<file path="src/rtl/exec_pkg.sv">
`default_nettype none
// ============================================================================
//  Module      : exec_pkg
//  Description : Shared definitions for the execute stage. This package holds
//                the 5-bit decoded opcodes and the bit positions of the status
//                flags inside the 4-bit flag word {Z,C,V,S}.
//  Revision    : 1.0 - initial release
// ============================================================================
package exec_pkg;

    localparam int OP_W = 5;

    // Arithmetic
    localparam logic [OP_W-1:0] OP_ADD = 5'b00000;
    localparam logic [OP_W-1:0] OP_SUB = 5'b00001;
    localparam logic [OP_W-1:0] OP_MOV = 5'b00010;
    localparam logic [OP_W-1:0] OP_AND = 5'b00100;
    localparam logic [OP_W-1:0] OP_OR  = 5'b00101;
    localparam logic [OP_W-1:0] OP_XOR = 5'b00110;
    localparam logic [OP_W-1:0] OP_NOT = 5'b00111;
    // Immediate variants (operand B carries the immediate)
    localparam logic [OP_W-1:0] OP_ADI = 5'b01000;
    localparam logic [OP_W-1:0] OP_SBI = 5'b01001;
    localparam logic [OP_W-1:0] OP_MVI = 5'b01010;
    localparam logic [OP_W-1:0] OP_ANI = 5'b01100;
    localparam logic [OP_W-1:0] OP_ORI = 5'b01101;
    localparam logic [OP_W-1:0] OP_XRI = 5'b01110;
    localparam logic [OP_W-1:0] OP_NTI = 5'b01111;
    // Memory, port and control transfer
    localparam logic [OP_W-1:0] OP_LD  = 5'b10100;
    localparam logic [OP_W-1:0] OP_ST  = 5'b10101;
    localparam logic [OP_W-1:0] OP_IN  = 5'b10110;
    localparam logic [OP_W-1:0] OP_OUT = 5'b10111;
    localparam logic [OP_W-1:0] OP_JMP = 5'b11000;
    // Shift / rotate / increment / decrement
    localparam logic [OP_W-1:0] OP_LSL = 5'b11001;
    localparam logic [OP_W-1:0] OP_LSR = 5'b11010;
    localparam logic [OP_W-1:0] OP_ASR = 5'b11011;
    localparam logic [OP_W-1:0] OP_ROL = 5'b11100;
    localparam logic [OP_W-1:0] OP_ROR = 5'b11101;
    localparam logic [OP_W-1:0] OP_INC = 5'b11110;
    localparam logic [OP_W-1:0] OP_DEC = 5'b11111;

    // Flag word layout
    localparam int c_FLAG_W = 4;
    localparam int c_FLAG_Z = 3;
    localparam int c_FLAG_C = 2;
    localparam int c_FLAG_V = 1;
    localparam int c_FLAG_S = 0;

endpackage : exec_pkg
`default_nettype wire

</file>
<file path="src/rtl/exec_alu.sv">
`default_nettype none
// ============================================================================
//  Module      : exec_alu
//  Description : Combinational datapath of the execute stage. Produces the
//                result, its write enable, the {Z,C,V,S} flag word and the
//                flag write enable for one decoded opcode.
//  Ports       : a, b, data_in  - operands and input-port data
//                op             - decoded opcode
//                result/res_we  - result value and "load ans_ex" strobe
//                flags/flag_we  - flag word and "load flag_ex" strobe
//  Revision    : 1.0 - initial release
// ============================================================================
module exec_alu
    import exec_pkg::*;
#(
    parameter int DATA_W = 8
) (
    input  logic [DATA_W-1:0]   a,
    input  logic [DATA_W-1:0]   b,
    input  logic [DATA_W-1:0]   data_in,
    input  logic [OP_W-1:0]     op,
    output logic [DATA_W-1:0]   result,
    output logic                res_we,
    output logic [c_FLAG_W-1:0] flags,
    output logic                flag_we
);

    localparam int SHW = $clog2(DATA_W);
    localparam logic [DATA_W:0] c_ONE = {{DATA_W{1'b0}}, 1'b1};

    logic [SHW-1:0]       w_amt;
    logic [DATA_W:0]      w_sum;
    logic [DATA_W:0]      w_dif;
    logic [DATA_W:0]      w_inc;
    logic [DATA_W:0]      w_dec;
    logic [DATA_W:0]      w_lsl;
    logic [DATA_W:0]      w_lsr;
    logic signed [DATA_W:0] w_asr;
    logic [DATA_W-1:0]    w_rol;
    logic [DATA_W-1:0]    w_ror;
    logic                 w_amt_nz;
    logic                 w_carry;
    logic                 w_ovf;

    assign w_amt    = b[SHW-1:0];
    assign w_amt_nz = (w_amt != '0);

    // One extra MSB holds carry-out (add) or borrow (subtract).
    assign w_sum = {1'b0, a} + {1'b0, b};
    assign w_dif = {1'b0, a} - {1'b0, b};
    assign w_inc = {1'b0, a} + c_ONE;
    assign w_dec = {1'b0, a} - c_ONE;

    // Left shift keeps the last bit out in the extra MSB; right shifts keep it
    // in an extra LSB. A zero shift amount leaves that extra bit at 0.
    assign w_lsl = {1'b0, a} << w_amt;
    assign w_lsr = {a, 1'b0} >> w_amt;
    assign w_asr = $signed({a, 1'b0}) >>> w_amt;

    // Rotates via a doubled operand; the bit last rotated out lands at R[0]
    // for ROL and at R[MSB] for ROR.
    assign w_rol = DATA_W'(({a, a} << w_amt) >> DATA_W);
    assign w_ror = DATA_W'({a, a} >> w_amt);

    always_comb begin
        result  = '0;
        res_we  = 1'b0;
        flag_we = 1'b0;
        w_carry = 1'b0;
        w_ovf   = 1'b0;
        case (op)
            OP_ADD, OP_ADI: begin
                result  = w_sum[DATA_W-1:0];
                w_carry = w_sum[DATA_W];
                w_ovf   = (a[DATA_W-1] == b[DATA_W-1]) && (w_sum[DATA_W-1] != a[DATA_W-1]);
                res_we  = 1'b1;
                flag_we = 1'b1;
            end
            OP_SUB, OP_SBI: begin
                result  = w_dif[DATA_W-1:0];
                w_carry = w_dif[DATA_W];
                w_ovf   = (a[DATA_W-1] != b[DATA_W-1]) && (w_dif[DATA_W-1] != a[DATA_W-1]);
                res_we  = 1'b1;
                flag_we = 1'b1;
            end
            OP_AND, OP_ANI: begin
                result  = a & b;
                res_we  = 1'b1;
                flag_we = 1'b1;
            end
            OP_OR, OP_ORI: begin
                result  = a | b;
                res_we  = 1'b1;
                flag_we = 1'b1;
            end
            OP_XOR, OP_XRI: begin
                result  = a ^ b;
                res_we  = 1'b1;
                flag_we = 1'b1;
            end
            OP_NOT, OP_NTI: begin
                result  = ~a;
                res_we  = 1'b1;
                flag_we = 1'b1;
            end
            OP_MOV, OP_MVI, OP_LD, OP_ST, OP_JMP: begin
                result  = b;
                res_we  = 1'b1;
            end
            OP_IN: begin
                result  = data_in;
                res_we  = 1'b1;
            end
            OP_LSL: begin
                result  = w_lsl[DATA_W-1:0];
                w_carry = w_lsl[DATA_W];
                res_we  = 1'b1;
                flag_we = 1'b1;
            end
            OP_LSR: begin
                result  = w_lsr[DATA_W:1];
                w_carry = w_lsr[0];
                res_we  = 1'b1;
                flag_we = 1'b1;
            end
            OP_ASR: begin
                result  = w_asr[DATA_W:1];
                w_carry = w_asr[0];
                res_we  = 1'b1;
                flag_we = 1'b1;
            end
            OP_ROL: begin
                result  = w_rol;
                w_carry = w_amt_nz & w_rol[0];
                res_we  = 1'b1;
                flag_we = 1'b1;
            end
            OP_ROR: begin
                result  = w_ror;
                w_carry = w_amt_nz & w_ror[DATA_W-1];
                res_we  = 1'b1;
                flag_we = 1'b1;
            end
            OP_INC: begin
                result  = w_inc[DATA_W-1:0];
                w_carry = w_inc[DATA_W];
                w_ovf   = ~a[DATA_W-1] & w_inc[DATA_W-1];
                res_we  = 1'b1;
                flag_we = 1'b1;
            end
            OP_DEC: begin
                result  = w_dec[DATA_W-1:0];
                w_carry = w_dec[DATA_W];
                w_ovf   = a[DATA_W-1] & ~w_dec[DATA_W-1];
                res_we  = 1'b1;
                flag_we = 1'b1;
            end
            default: begin
                // NOP, OUT and unassigned codes: nothing updated here.
            end
        endcase

        flags           = '0;
        flags[c_FLAG_Z] = (result == '0);
        flags[c_FLAG_C] = w_carry;
        flags[c_FLAG_V] = w_ovf;
        flags[c_FLAG_S] = result[DATA_W-1];
    end

endmodule : exec_alu
`default_nettype wire

</file>
<file path="src/rtl/execution_block.sv">
`default_nettype none
// ============================================================================
//  Module      : execution_block
//  Description : Execute stage of the 8-bit pipeline. One-cycle latency: the
//                operands are sampled on the rising clock edge and the result,
//                store data, output-port data and flags are registered.
//  Ports       : clk, reset (async, active-low)
//                A, B, data_in, op_dec          - stage inputs
//                ans_ex, DM_data, data_out      - registered data outputs
//                flag_ex                        - registered {Z,C,V,S}
//  Revision    : 1.0 - initial release
// ============================================================================
module execution_block
    import exec_pkg::*;
#(
    parameter int DATA_W = 8
) (
    input  logic                clk,
    input  logic                reset,
    input  logic [DATA_W-1:0]   A,
    input  logic [DATA_W-1:0]   B,
    input  logic [DATA_W-1:0]   data_in,
    input  logic [OP_W-1:0]     op_dec,
    output logic [DATA_W-1:0]   ans_ex,
    output logic [DATA_W-1:0]   DM_data,
    output logic [DATA_W-1:0]   data_out,
    output logic [c_FLAG_W-1:0] flag_ex
);

    logic [DATA_W-1:0]   w_result;
    logic                w_res_we;
    logic [c_FLAG_W-1:0] w_flags;
    logic                w_flag_we;

    logic [DATA_W-1:0]   r_ans;
    logic [DATA_W-1:0]   r_dm_data;
    logic [DATA_W-1:0]   r_data_out;
    logic [c_FLAG_W-1:0] r_flags;

    exec_alu #(
        .DATA_W (DATA_W)
    ) u_alu (
        .a       (A),
        .b       (B),
        .data_in (data_in),
        .op      (op_dec),
        .result  (w_result),
        .res_we  (w_res_we),
        .flags   (w_flags),
        .flag_we (w_flag_we)
    );

    always_ff @(posedge clk or negedge reset) begin
        if (!reset) begin
            r_ans      <= '0;
            r_dm_data  <= '0;
            r_data_out <= '0;
            r_flags    <= '0;
        end else begin
            if (w_res_we) begin
                r_ans <= w_result;
            end
            if (w_flag_we) begin
                r_flags <= w_flags;
            end
            if (op_dec == OP_ST) begin
                r_dm_data <= A;
            end
            if (op_dec == OP_OUT) begin
                r_data_out <= A;
            end
        end
    end

    assign ans_ex   = r_ans;
    assign DM_data  = r_dm_data;
    assign data_out = r_data_out;
    assign flag_ex  = r_flags;

endmodule : execution_block
`default_nettype wire

</file>
<file path="config.mk">
export PLATFORM = sky130hd
export DESIGN_NAME = execution_block
export DESIGN_NICKNAME = d
export VERILOG_FILES = /design/src/rtl/exec_pkg.sv /design/src/rtl/exec_alu.sv /design/src/rtl/execution_block.sv
export SDC_FILE = /design/constraint.sdc
export NUM_CORES = 1
export LEC_CHECK = 0
export BUFFER_PORTS_ARGS = -buffer_cell sky130_fd_sc_hd__buf_2
export CAP_MARGIN = 20
export CORE_MARGIN = 2
export CORE_UTILIZATION = 54
export DETAILED_ROUTE_END_ITERATION = 8
export HOLD_SLACK_MARGIN = 0.08
export PLACE_DENSITY = 0.74
export SYNTH_ARGS = -nofsm -noshare
export SYNTH_HDL_FRONTEND = slang
export SYNTH_SLANG_ARGS = --single-unit
</file>
<file path="constraint.sdc">
create_clock -name clk -period 1.3 [get_ports clk]
set_clock_uncertainty 0.15 [all_clocks]
set_input_delay 0.195 -clock clk [delete_from_list [all_inputs] [get_ports clk]]
set_output_delay 0.195 -clock clk [all_outputs]
set_load 0.1 [all_outputs]
</file>
==> key figures, run 1 <==
Run status
  – Last flow stage reached: 5_1_grt
  – Status: aborted with a tool error
  – First reported error: [ERROR GRT-0232] Routing congestion too high. Check the congestion heatmap in the GUI.

CTS
  – Htree depth: 1
  – CTS root buffer: clkbuf_8
  – Number of buffers created by CTS: 3
  – Bufs on Longest Clock Path: 2
  – Num Clock Sinks: 28

Timing
  – Worst-path endpoint category: register data pin
  – GR repair worst EP: flag_ex[3]$_DFFE_PN0P_/D

Place
  – DP HPWL: 13740 µm
  – I/O Buffers: 58
  – Post-DP Area: 6023 µm²
  – Final GP Congestion: 1.091

Global routing
  – GR Overflow Total: 76
  – Total GRT Usage: 75.61%
  – Largest net degree at the start of global routing: 29

Floorplan
  – Core Rows: 31
  – IO Pins: 59
  – Die H: 89.80 µm
  – Starting density of the core: 55.40%
  – Die W: 89.80 µm

Synthesis
  – Register bit total from synthesis: 28
  – Post-synthesis async set-or-reset flop share: 100.0%
  – Syn. warnings: 0
  – Main flop type after synthesis: dfrtp_1
  – Netlist cell types: 68
  – Post-synth EDFFs: 0
  – Seq/Total Area, Yosys: 17.63%
  – Syn nets: 537
  – Synth Instances: 475
  – Cell Area, Synth: 3975 µm²
  – Syn Area/Cell: 8.369 µm²
==> repair_timing <==
action | 4_1_cts
hold buffers | 1
setup buffers | 9
endpoints found under the hold margin | 28
gates cloned | 2
pin swaps | 35
endpoints found under the setup margin | 28
resized for setup | 89
==> logic make-up after synthesis <==
logic type,share of synthesized area [%]
AO/OA/AOI/OAI,23.99
adder cells (fa/ha/maj),10.14
multiplexers,18.85
AND/OR/NAND/NOR,19.14
flip-flops,17.63
XOR/XNOR,1.983
buffers and inverters,8.278
==> metal layers <==
layer	track usage, %	overflow
met5	19.87	0
met3	57.75	1
met1	72.86	1
met2	94.44	36
met4	82.44	38
==> per-stage QoR <==
stage          setup TNS, ps  setup WS, ps  hold slack, ps  util [%]  instances
2_1_floorplan         -11800         -1391          -250.6         -        475
3_3_place_gp          -21020         -1535           56.11     83.94        756
3_5_place_dp          -23230         -1717           72.01     83.94        756
4_1_cts               -10940         -1186           157.9     91.60        770
==> Yosys cell counts, drive strengths merged, types with 4 or more instances <==
cell type   n  area share (%)
nand2      43             4.1
buf        30             4.7
nor2       30             2.8
ha         29             9.1
dfrtp      28              18
inv        26             2.5
a21oi      25             3.1
mux2       25             7.1
o21ai      19             2.4
nor3       17             2.3
mux4       15             8.5
nand3      15             1.9
mux2i      13             3.3
a211oi     11             2.1
a221oi     10             2.2
clkbuf     10            0.94
nand4       9             1.4
xnor2       9             2.0
a21o        8             1.5
nand2b      8             1.3
o211ai      8             1.5
a22oi       5            0.94
a31oi       5            0.79
and3        5            0.79
nor2b       5            0.79
o21bai      5            0.94
nand3b      4            0.76
o22a        4            0.88
o311ai      4            0.88
o31ai       4            0.88
o32ai       4            0.88
==> run 2, diff against run 1 <==
CORE_UTILIZATION = 39   (was 54)
HOLD_SLACK_MARGIN = default   (was 0.08)
PLACE_DENSITY = default   (was 0.74)
PLACE_DENSITY_LB_ADDON = 0.15   (was default)
==> run 2 against run 1 <==
The flow now finishes, with violations (setup timing); synthesized cell count is the same; synthesized area unchanged.
==> key figures, run 2 <==
Synthesis
  – Post-synth EDFFs: 0
  – Main flop type after synthesis: dfrtp_1
  – Syn Area/Cell: 8.369 µm²
  – Most area-hungry cell type in the Yosys netlist: dfrtp_1
  – Top cells by area, synth: dfrtp_1, ha_1, mux4_2
  – Most frequent cell after synthesis: nand2_1
  – Cell Area, Synth: 3975 µm²
  – Netlist cell types: 68
  – Register bit total from synthesis: 28
  – Syn nets: 537
  – Share of the synthesized area in the top cell type: 17.63%
  – Post-synthesis async set-or-reset flop share: 100.0%
  – Post-synth top cells: nand2_1, nor2_1, ha_1
  – Seq/Total Area, Yosys: 17.63%
  – Syn. warnings: 0
  – Synth Instances: 475

Setup path
  – Worst R2R Setup Slack: 140 ps
  – Worst Path Arrival: 2510 ps
  – Reg2reg end: flag_ex[2]$_DFFE_PN0P_
  – Crit Path Max Fanout: 3
  – Critical Path RT: 1350 ps
  – Critical path type: in2reg
  – Worst Reg2Reg Path Length in Cells: 2
  – CP endpoint kind: flip-flop
  – Kind of start point of the critical path: input pin
  – Worst reg2reg path startpoint: flag_ex[2]$_DFFE_PN0P_

Timing
  – Period minus WS final: 2461 ps
  – Max-slew violation count: 0
  – Post-route worst setup slack: -1161 ps
  – Normalized max-slew margin: 45.06%
  – Hold Slack: 204.4 ps
  – Final worst path period share: 189.3%
  – Finish-stage setup viols: 20
  – Hold Vio Cnt, Final: 0
  – RSZ-0062 raised after global routing: yes
  – Worst Max-Slew Pin Slew: 803.3 ps
  – Max Fclk: 406.3 MHz

Run
  – Max_cap viols: 0

Detailed routing
  – Drt total wl: 19540 µm
  – Routed Antenna Nets: 0
  – 1st-iter DRT viols: 472
  – DRC: 0
  – Drt pass-1 iters: 6
  – DR vias: 5160
  – WL/cell: 22.99 µm
  – Avg Vias per Cell: 6.071

Global routing
  – Total GRT Usage: 33.21%
  – Largest net degree at the start of global routing: 29
  – Initial antenna violation count: 1
  – Vias in the first global route: 5046
  – First-pass GRT wire length: 28560 µm
  – GR Overflow Total: 0

Place
  – Post-DP Area: 6221 µm²
  – Final GP Congestion: 1.057
  – DP HPWL: 13900 µm
  – Place WS: -1749 ps
  – I/O Buffers: 58
  – Placed instance count: 809

Min path
  – Worst Hold Depth: 3
  – Hold Startpoint: A[1]
  – Hold crit path type: in2reg
  – Hold path endpoint: data_out[1]$_DFFE_PN0N_

Floorplan
  – IO Pins: 59
  – Die H: 105.0 µm
  – Die W: 105.0 µm
  – Die footprint: 11020 µm²
  – Starting density of the core: 40.48%
  – Core ar.: 9819 µm²
  – Core Rows: 36

Run status
  – Failing checks: setup timing
  – Status: finished with violations

CTS
  – Worst-path clk slew: 100 ps
  – CTS root buffer: clkbuf_8
  – Bufs on Longest Clock Path: 2
  – Worst-Skew Late Latency: 280 ps
  – Htree depth: 1
  – Number of buffers created by CTS: 3
  – Num Clock Sinks: 28
  – CTS tree: yes

Final layout
  – Cell area after layout: 7336 µm²
  – Commonest cells after routing, fill and taps aside: buf_4, buf_12, nand2_1
  – Ant. Diodes: 0
  – Area growth from synthesis to layout: 84.55%
  – Finished Layout Cells: 850
  – Layout cells sized above 1: 58.30%
  – Most common cell after layout, fill and taps aside: buf_4
  – Net count, final: 780

Power
  – Power Density: 875.9 nW/µm²
  – VDD IR max: 0.001133 V
  – Lkg Pwr: 3.258 nW
  – Power Total: 6.425 mW
-- run 2: cell counts after synthesis --
No cell type changed its count.
-- run 2: metrics by stage --
| step | setup TNS [ps] | utilization, % |
|---|---|---|
| 2_1_floorplan | -11800 | - |
| 3_3_place_gp | -22250 | 63.35 |
| 3_5_place_dp | -23230 | 63.35 |
| 4_1_cts | -10390 | 68.69 |
| 5_1_grt | -12320 | 74.71 |
| 6_report | -11360 | 74.71 |
-- run 2: per-layer routing --
layer  part of all wire [%]  vias to the layer above  GRT usage (%)  wire length, µm
met5                      0                        -              0                0
met4                    3.9                        0          10.48              767
met3                    8.9                       78          5.178             1732
met2                     47                      316          54.17             9120
met1                     41                     2495          45.06             7920
li1                       -                     2271              -                -
-- run 2: area by class of cell --
| cell class | instances | area (µm²) |
|---|---|---|
| clock inverters | 1 | 30.03 |
| fillers | 738 | 2484 |
| repair buffers | 278 | 2749 |
| well taps | 133 | 166.4 |
| flip-flops and latches | 28 | 710.7 |
| inverters | 28 | 155.1 |
| multi-input cells | 379 | 3483 |
| clock buffers | 3 | 41.29 |
-- run 2: worst max-delay path, stage by stage --
cell	delay [ps]
buf_12	90
inv_8	30
ha_4	150
fa_2	360
mux2i_1	210
xnor2_1	100
a22oi_1	160
o311ai_1	160
nor4_2	210
nand4_1	130
or4_4	530
o31ai_2	180
-- run 2: kinds of logic after synthesis --
group           Yosys count  synth area share, %
mux                      53                18.85
flops                    28                17.63
simple gates            152                19.14
fa+ha+maj                31                10.14
buf+inv                  68                8.278
compound gates          134                23.99
xor+xnor                  9                1.983
-- run 2: how the worst max path moves through the flow --
stage | from | to | slack (ps)
after global routing | A[0] | flag_ex[3]$_DFFE_PN0P_ | -1270
final | A[0] | flag_ex[3]$_DFFE_PN0P_ | -1160
after detailed placement | A[0] | flag_ex[3]$_DFFE_PN0P_ | -1750
after global placement | A[0] | flag_ex[3]$_DFFE_PN0P_ | -1650
after CTS | A[0] | flag_ex[0]$_DFFE_PN0P_ | -1090
after floorplan | B[2] | flag_ex[3]$_DFFE_PN0P_ | -1390
-- run 2: report_power, final --
part / leakage [nW] / switching, mW / internal, mW / total, mW
clock: 0.0357 / 0.289 / 0.413 / 0.702
combinational: 2.89 / 2.52 / 1.95 / 4.47
sequential: 0.332 / 0.200 / 1.05 / 1.25
-- run 2: timing repair --
item	CTS	global route
hold buffers	1	0
cloned	0	2
setup buffers	13	29
resized for setup	85	86
hold endpoints to repair	28	0
setup endpoints to repair	28	30
pin swaps	38	45
No activity file was read; power rests on OpenSTA's default activity.
==> run 3, diff against run 2 <==
GPL_TIMING_DRIVEN = 0   (was default)
==> run 3 against run 2 <==
Die area is the same; the flow still finishes with violations (setup timing); largest cell class unchanged; sequential cell count is the same; routed wire length shrank 12%; largest power group unchanged; sequential power shrank 6%; clock-buffer cell count is the same.
==> key figures, run 3 (synthesis gave the netlist of run 2 again) <==
Timing
  – Hold Vio Cnt, Final: 0
  – Finish-stage setup viols: 26
  – RSZ-0062 raised after global routing: yes
  – Post-route worst setup slack: -1387 ps
  – Setup TNS: -13260 ps
  – Max Fclk: 372.2 MHz
  – Normalized max-slew margin: 37.40%
  – Period minus WS final: 2687 ps
  – Final worst path period share: 206.7%
  – Worst Max-Slew Pin Slew: 929.2 ps
  – Max-slew violation count: 0

Final layout
  – Layout cells sized above 1: 47.01%
  – Most common cell after layout, fill and taps aside: buf_4
  – Net count, final: 648
  – Cell area after layout: 6125 µm²
  – Commonest cells after routing, fill and taps aside: buf_4, buf_6, nand2_1
  – Area growth from synthesis to layout: 54.08%
  – Ant. Diodes: 0

CTS
  – Worst-Skew Late Latency: 270 ps
  – Worst-path clk slew: 100 ps
  – CTS tree: yes
  – Bufs on Longest Clock Path: 2
  – Number of buffers created by CTS: 3
  – CTS root buffer: clkbuf_8
  – Num Clock Sinks: 28
  – Htree depth: 1

Power
  – Combinational Power Share: 67.0%
  – Power Density: 924.2 nW/µm²
  – Sw Pwr: 2.846 mW
  – VDD IR max: 0.001182 V
  – Sw Share: 50.27%
  – Clock power share: 12.2%
  – Sequential Power Share: 20.8%
  – Power Total: 5.661 mW
  – Internal power: 2.815 mW
  – Lkg Pwr: 2.533 nW

Detailed routing
  – Routed met2 length: 7987 µm
  – WL/cell: 23.98 µm
  – DR vias: 4574
  – Avg Vias per Cell: 6.370
  – DRC: 0
  – 1st-iter DRT viols: 550
  – Met1 Wirelength: 6825 µm
  – Drt pass-1 iters: 5
  – Metal3 WL: 1741 µm
  – Routed Antenna Nets: 0
  – Top Layer Used: met5
  – Drt total wl: 17220 µm

Place
  – I/O Buffers: 55
  – DP HPWL: 12300 µm
  – Post-DP Area: 4708 µm²
  – Final GP Congestion: 0.9969

Setup path
  – Worst R2R Setup Slack: 100 ps
  – Worst reg2reg path startpoint: flag_ex[2]$_DFFE_PN0P_
  – CP endpoint kind: flip-flop
  – Crit Path Max Fanout: 3
  – Worst Path Arrival: 2740 ps
  – Reg2reg end: flag_ex[2]$_DFFE_PN0P_
  – Kind of start point of the critical path: input pin
  – Critical Path RT: 1350 ps
  – Worst Reg2Reg Path Length in Cells: 2
  – Critical path type: in2reg
  – CP Launch Point: A[0]

Global routing
  – First-pass GRT wire length: 26450 µm
  – Total GRT Usage: 31.19%
  – Initial antenna violation count: 1
  – Vias in the first global route: 4448
  – GR Overflow Total: 0
  – Largest net degree at the start of global routing: 29

Floorplan
  – Die H: 105.0 µm
  – Die footprint: 11020 µm²
  – Starting density of the core: 40.48%
  – Core Rows: 36
  – Core ar.: 9819 µm²
  – IO Pins: 59
  – Die W: 105.0 µm

Run
  – Max_cap viols: 0

Min path
  – Hold Startpoint: data_in[0]
  – Hold crit path type: in2reg
  – Hold path endpoint: ans_ex[0]$_DFFE_PN0P_
  – Worst Hold Depth: 5

Run status
  – Failing checks: setup timing
  – Status: finished with violations
## run 3: changes by cell type in the layout (fill, tap and decap cells not counted), sizes merged
cell	delta
clkinv	+1
inv	-1
buf	-140
clkbuf	+8
## run 3: layout make-up
| class | instances | area, µm² |
|---|---|---|
| buffer | 38 | 474.2 |
| clock buffer | 3 | 41.29 |
| clock inverter | 1 | 30.03 |
| fill | 853 | 3695 |
| inverter | 28 | 162.7 |
| multi-input combinational | 379 | 3516 |
| sequential | 28 | 710.7 |
| tap | 133 | 166.4 |
| timing repair buffer | 108 | 1023 |
## run 3: how the worst max path moves through the flow
stage,cells after the start,end
after floorplan,13,flag_ex[3]$_DFFE_PN0P_
final,14,flag_ex[3]$_DFFE_PN0P_
after global routing,14,flag_ex[3]$_DFFE_PN0P_
after detailed placement,11,flag_ex[3]$_DFFE_PN0P_
after global placement,11,flag_ex[3]$_DFFE_PN0P_
after CTS,13,flag_ex[3]$_DFFE_PN0P_
## run 3: worst max-delay path: stages
cell       delay, ps
buf_12           110
clkbuf_16        150
inv_12            50
ha_4             130
fa_2             200
buf_6            100
nor3_4            30
or4b_1           520
o21ai_2          100
xnor2_2          100
a221oi_2         270
nand2_1          160
or4_4            460
o31ai_4          170
## run 3: metrics by stage
stage | util, % | hold WS [ps] | cells | setup slack (ps)
after floorplan | - | -250.6 | 475 | -1391
after global placement | 47.87 | 83.93 | 663 | -2455
after detailed placement | 47.95 | 93.23 | 664 | -2428
after CTS | 58.92 | 128.3 | 716 | -1476
after global routing | 62.37 | 192.5 | 718 | -1447
final | 62.37 | 153.6 | 718 | -1387
## run 3: what timing repair did
action,CTS,global route
pin swaps,47,23
endpoints found under the hold margin,28,0
gates resized for setup,157,64
setup buffers,57,5
endpoints found under the setup margin,56,50
hold buffers,1,0
## run 3: per-layer routing
metal,track usage (%),vias up
met3,6.862,55
met1,41.34,2204
li1,-,2013
met4,12.00,2
met2,49.49,300
met5,0,-
## run 3: power groups by stage
stage / registers [mW] / clock network [mW] / logic [mW]
3_5_place_dp: 1.15 / 0 / 2.98
5_1_grt: 1.20 / 0.743 / 3.93
4_1_cts: 1.15 / 0.694 / 3.51
2_1_floorplan: 2.41 / 0 / 1.06
6_report: 1.18 / 0.690 / 3.79
3_3_place_gp: 1.14 / 0 / 2.98
==> run 4, diff against run 3 <==
clock period = 2.7 ns   (was 1.3 ns; I/O delays follow)
==> run 4 against run 3 <==
The run ends with hold timing, setup timing left; final cell count decreased by 4.0%; sequential share of layout area up 2.0 points; first-iteration DRC count decreased by 30%; via count down 5.0%; routed wire length down 5.3%; non-clock buffer count is 29 lower; hold slack worse by 170 ps; critical endpoint unchanged.
==> key figures, run 4 (synthesis gave the netlist of run 2 again) <==
Detailed routing
  – Drt pass-1 iters: 7
  – Routed Antenna Nets: 0
  – Avg Vias per Cell: 6.308
  – DR vias: 4346
  – Drt total wl: 16310 µm
  – DRC: 0
  – 1st-iter DRT viols: 385
  – WL/cell: 23.66 µm

Floorplan
  – Core Rows: 36
  – Starting density of the core: 40.48%
  – Die H: 105.0 µm
  – Die footprint: 11020 µm²
  – Core ar.: 9819 µm²
  – IO Pins: 59
  – Die W: 105.0 µm

Timing
  – Worst Max-Slew Pin Slew: 1045 ps
  – Final worst path period share: 115.5%
  – Hold Vio Cnt, Final: 28
  – Finish-stage setup viols: 4
  – Max Fclk: 320.7 MHz
  – Max-slew violation count: 0
  – Period minus WS final: 3118 ps
  – Hold Slack: -17.45 ps
  – RSZ-0062 raised after global routing: yes
  – Normalized max-slew margin: 30.05%
  – Post-route worst setup slack: -418.0 ps

Global routing
  – First-pass GRT wire length: 24670 µm
  – Initial antenna violation count: 0
  – Largest net degree at the start of global routing: 29
  – GR Overflow Total: 0
  – Total GRT Usage: 29.07%
  – Vias in the first global route: 4105

Power
  – Power Total: 2.422 mW
  – Lkg Pwr: 2.177 nW
  – Clock power share: 13.5%
  – Sequential Power Share: 22.2%
  – VDD IR max: 0.0005371 V
  – Power Density: 470.2 nW/µm²
  – Combinational Power Share: 64.2%
  – Sw Share: 52.96%
  – Sw Pwr: 1.282 mW
  – Internal power: 1.139 mW

Setup path
  – Critical path type: in2reg
  – Critical Path End: flag_ex[3]$_DFFE_PN0P_
  – Reg2reg end: flag_ex[2]$_DFFE_PN0P_
  – Worst Path Arrival: 3160 ps
  – Worst reg2reg path startpoint: flag_ex[2]$_DFFE_PN0P_
  – CP endpoint kind: flip-flop
  – Worst R2R Setup Slack: 1550 ps
  – Crit Path Max Fanout: 3
  – Worst Reg2Reg Path Length in Cells: 2
  – Kind of start point of the critical path: input pin
  – CP Launch Point: A[0]
  – Critical Path RT: 2740 ps

CTS
  – Worst-Skew Late Latency: 270 ps
  – Num Clock Sinks: 28
  – Htree depth: 1
  – Worst-path clk slew: 90 ps
  – CTS root buffer: clkbuf_8
  – CTS tree: yes
  – Hold_buf cts: 0
  – Bufs on Longest Clock Path: 2
  – Number of buffers created by CTS: 3

Final layout
  – Ant. Diodes: 0
  – Finished Layout Cells: 689
  – Area growth from synthesis to layout: 29.56%
  – Net count, final: 619
  – Fillers: 968
  – Commonest cells after routing, fill and taps aside: buf_2, nand2_1, buf_4
  – Layout cells sized above 1: 37.41%
  – Most common cell after layout, fill and taps aside: buf_2

Place
  – Placed instance count: 663
  – Final GP Congestion: 0.9819
  – I/O Buffers: 55
  – DP HPWL: 12260 µm

Run status
  – Status: finished with violations
  – Failing checks: hold timing, setup timing

Min path
  – Hold crit path type: in2async

Run
  – Max_cap viols: 0
[run 4: power by group through the flow]
stage          Clock (mW)  Sequential [mW]  Combinational [mW]
3_3_place_gp            0            0.544                1.40
3_5_place_dp            0            0.548                1.40
6_report            0.328            0.539                1.56
2_1_floorplan           0             1.16               0.486
5_1_grt             0.352            0.552                1.62
4_1_cts             0.337            0.540                1.48
[run 4: worst min-delay path by stage]
stage	startpoint	to	cells past startpoint
after floorplan	reset	DM_data[0]$_DFFE_PN0N_	0
after global placement	reset	ans_ex[7]$_DFFE_PN0P_	1
after detailed placement	reset	flag_ex[3]$_DFFE_PN0P_	1
after CTS	reset	flag_ex[3]$_DFFE_PN0P_	1
after global routing	reset	ans_ex[7]$_DFFE_PN0P_	1
final	reset	flag_ex[3]$_DFFE_PN0P_	1
[run 4: cell type report]
| cell class | instances | area (µm²) | share of cell area, % |
|---|---|---|---|
| Buffer | 37 | 336.6 | 6.535 |
| Multi-Input combinational cell | 379 | 3224 | 62.61 |
| Inverter | 28 | 140.1 | 2.721 |
| Timing Repair Buffer | 80 | 510.5 | 9.913 |
| Clock buffer | 3 | 41.29 | 0.8017 |
| Tap cell | 133 | 166.4 | 3.231 |
| Clock inverter | 1 | 30.03 | 0.5831 |
| Sequential cell | 28 | 700.7 | 13.61 |
[run 4: timing repair]
item	in CTS	in global routing
setup buffers	16	9
resized for setup	59	32
setup endpoints to repair	9	8
pin swaps	19	14
hold endpoints to repair	0	0
[run 4: through the flow]
stage | hold slack, ps | setup TNS [ps] | setup WS, ps | cell area [µm²] | utilization (%)
6_report | -17.45 | -620.1 | -418.0 | 5150 | 52.45
5_1_grt | 30.73 | -1032 | -441.7 | 5150 | 52.45
4_1_cts | 3.281 | -573.1 | -362.2 | 4954 | 50.45
3_5_place_dp | 310.3 | -6776 | -1186 | 4521 | 46.04
3_3_place_gp | 297.7 | -6609 | -1186 | 4521 | 46.04
2_1_floorplan | -40.59 | -258.9 | -202.1 | 4079 | -
[run 4: metal layers]
metal,GRT usage [%],share of wire (%)
met4,9.524,3.6
met1,40.02,43
met2,45.45,45
met5,0,0
met3,5.926,8.2
[run 4: worst max-delay path, cell delays in order]
cell	delay (ps)
buf_12	100
buf_8	120
inv_8	50
ha_4	130
fa_2	230
buf_6	110
nor3_4	30
or4b_4	530
o21ai_4	90
xnor2_2	100
a221oi_2	340
nand2_1	180
or4_4	560
o31ai_4	170
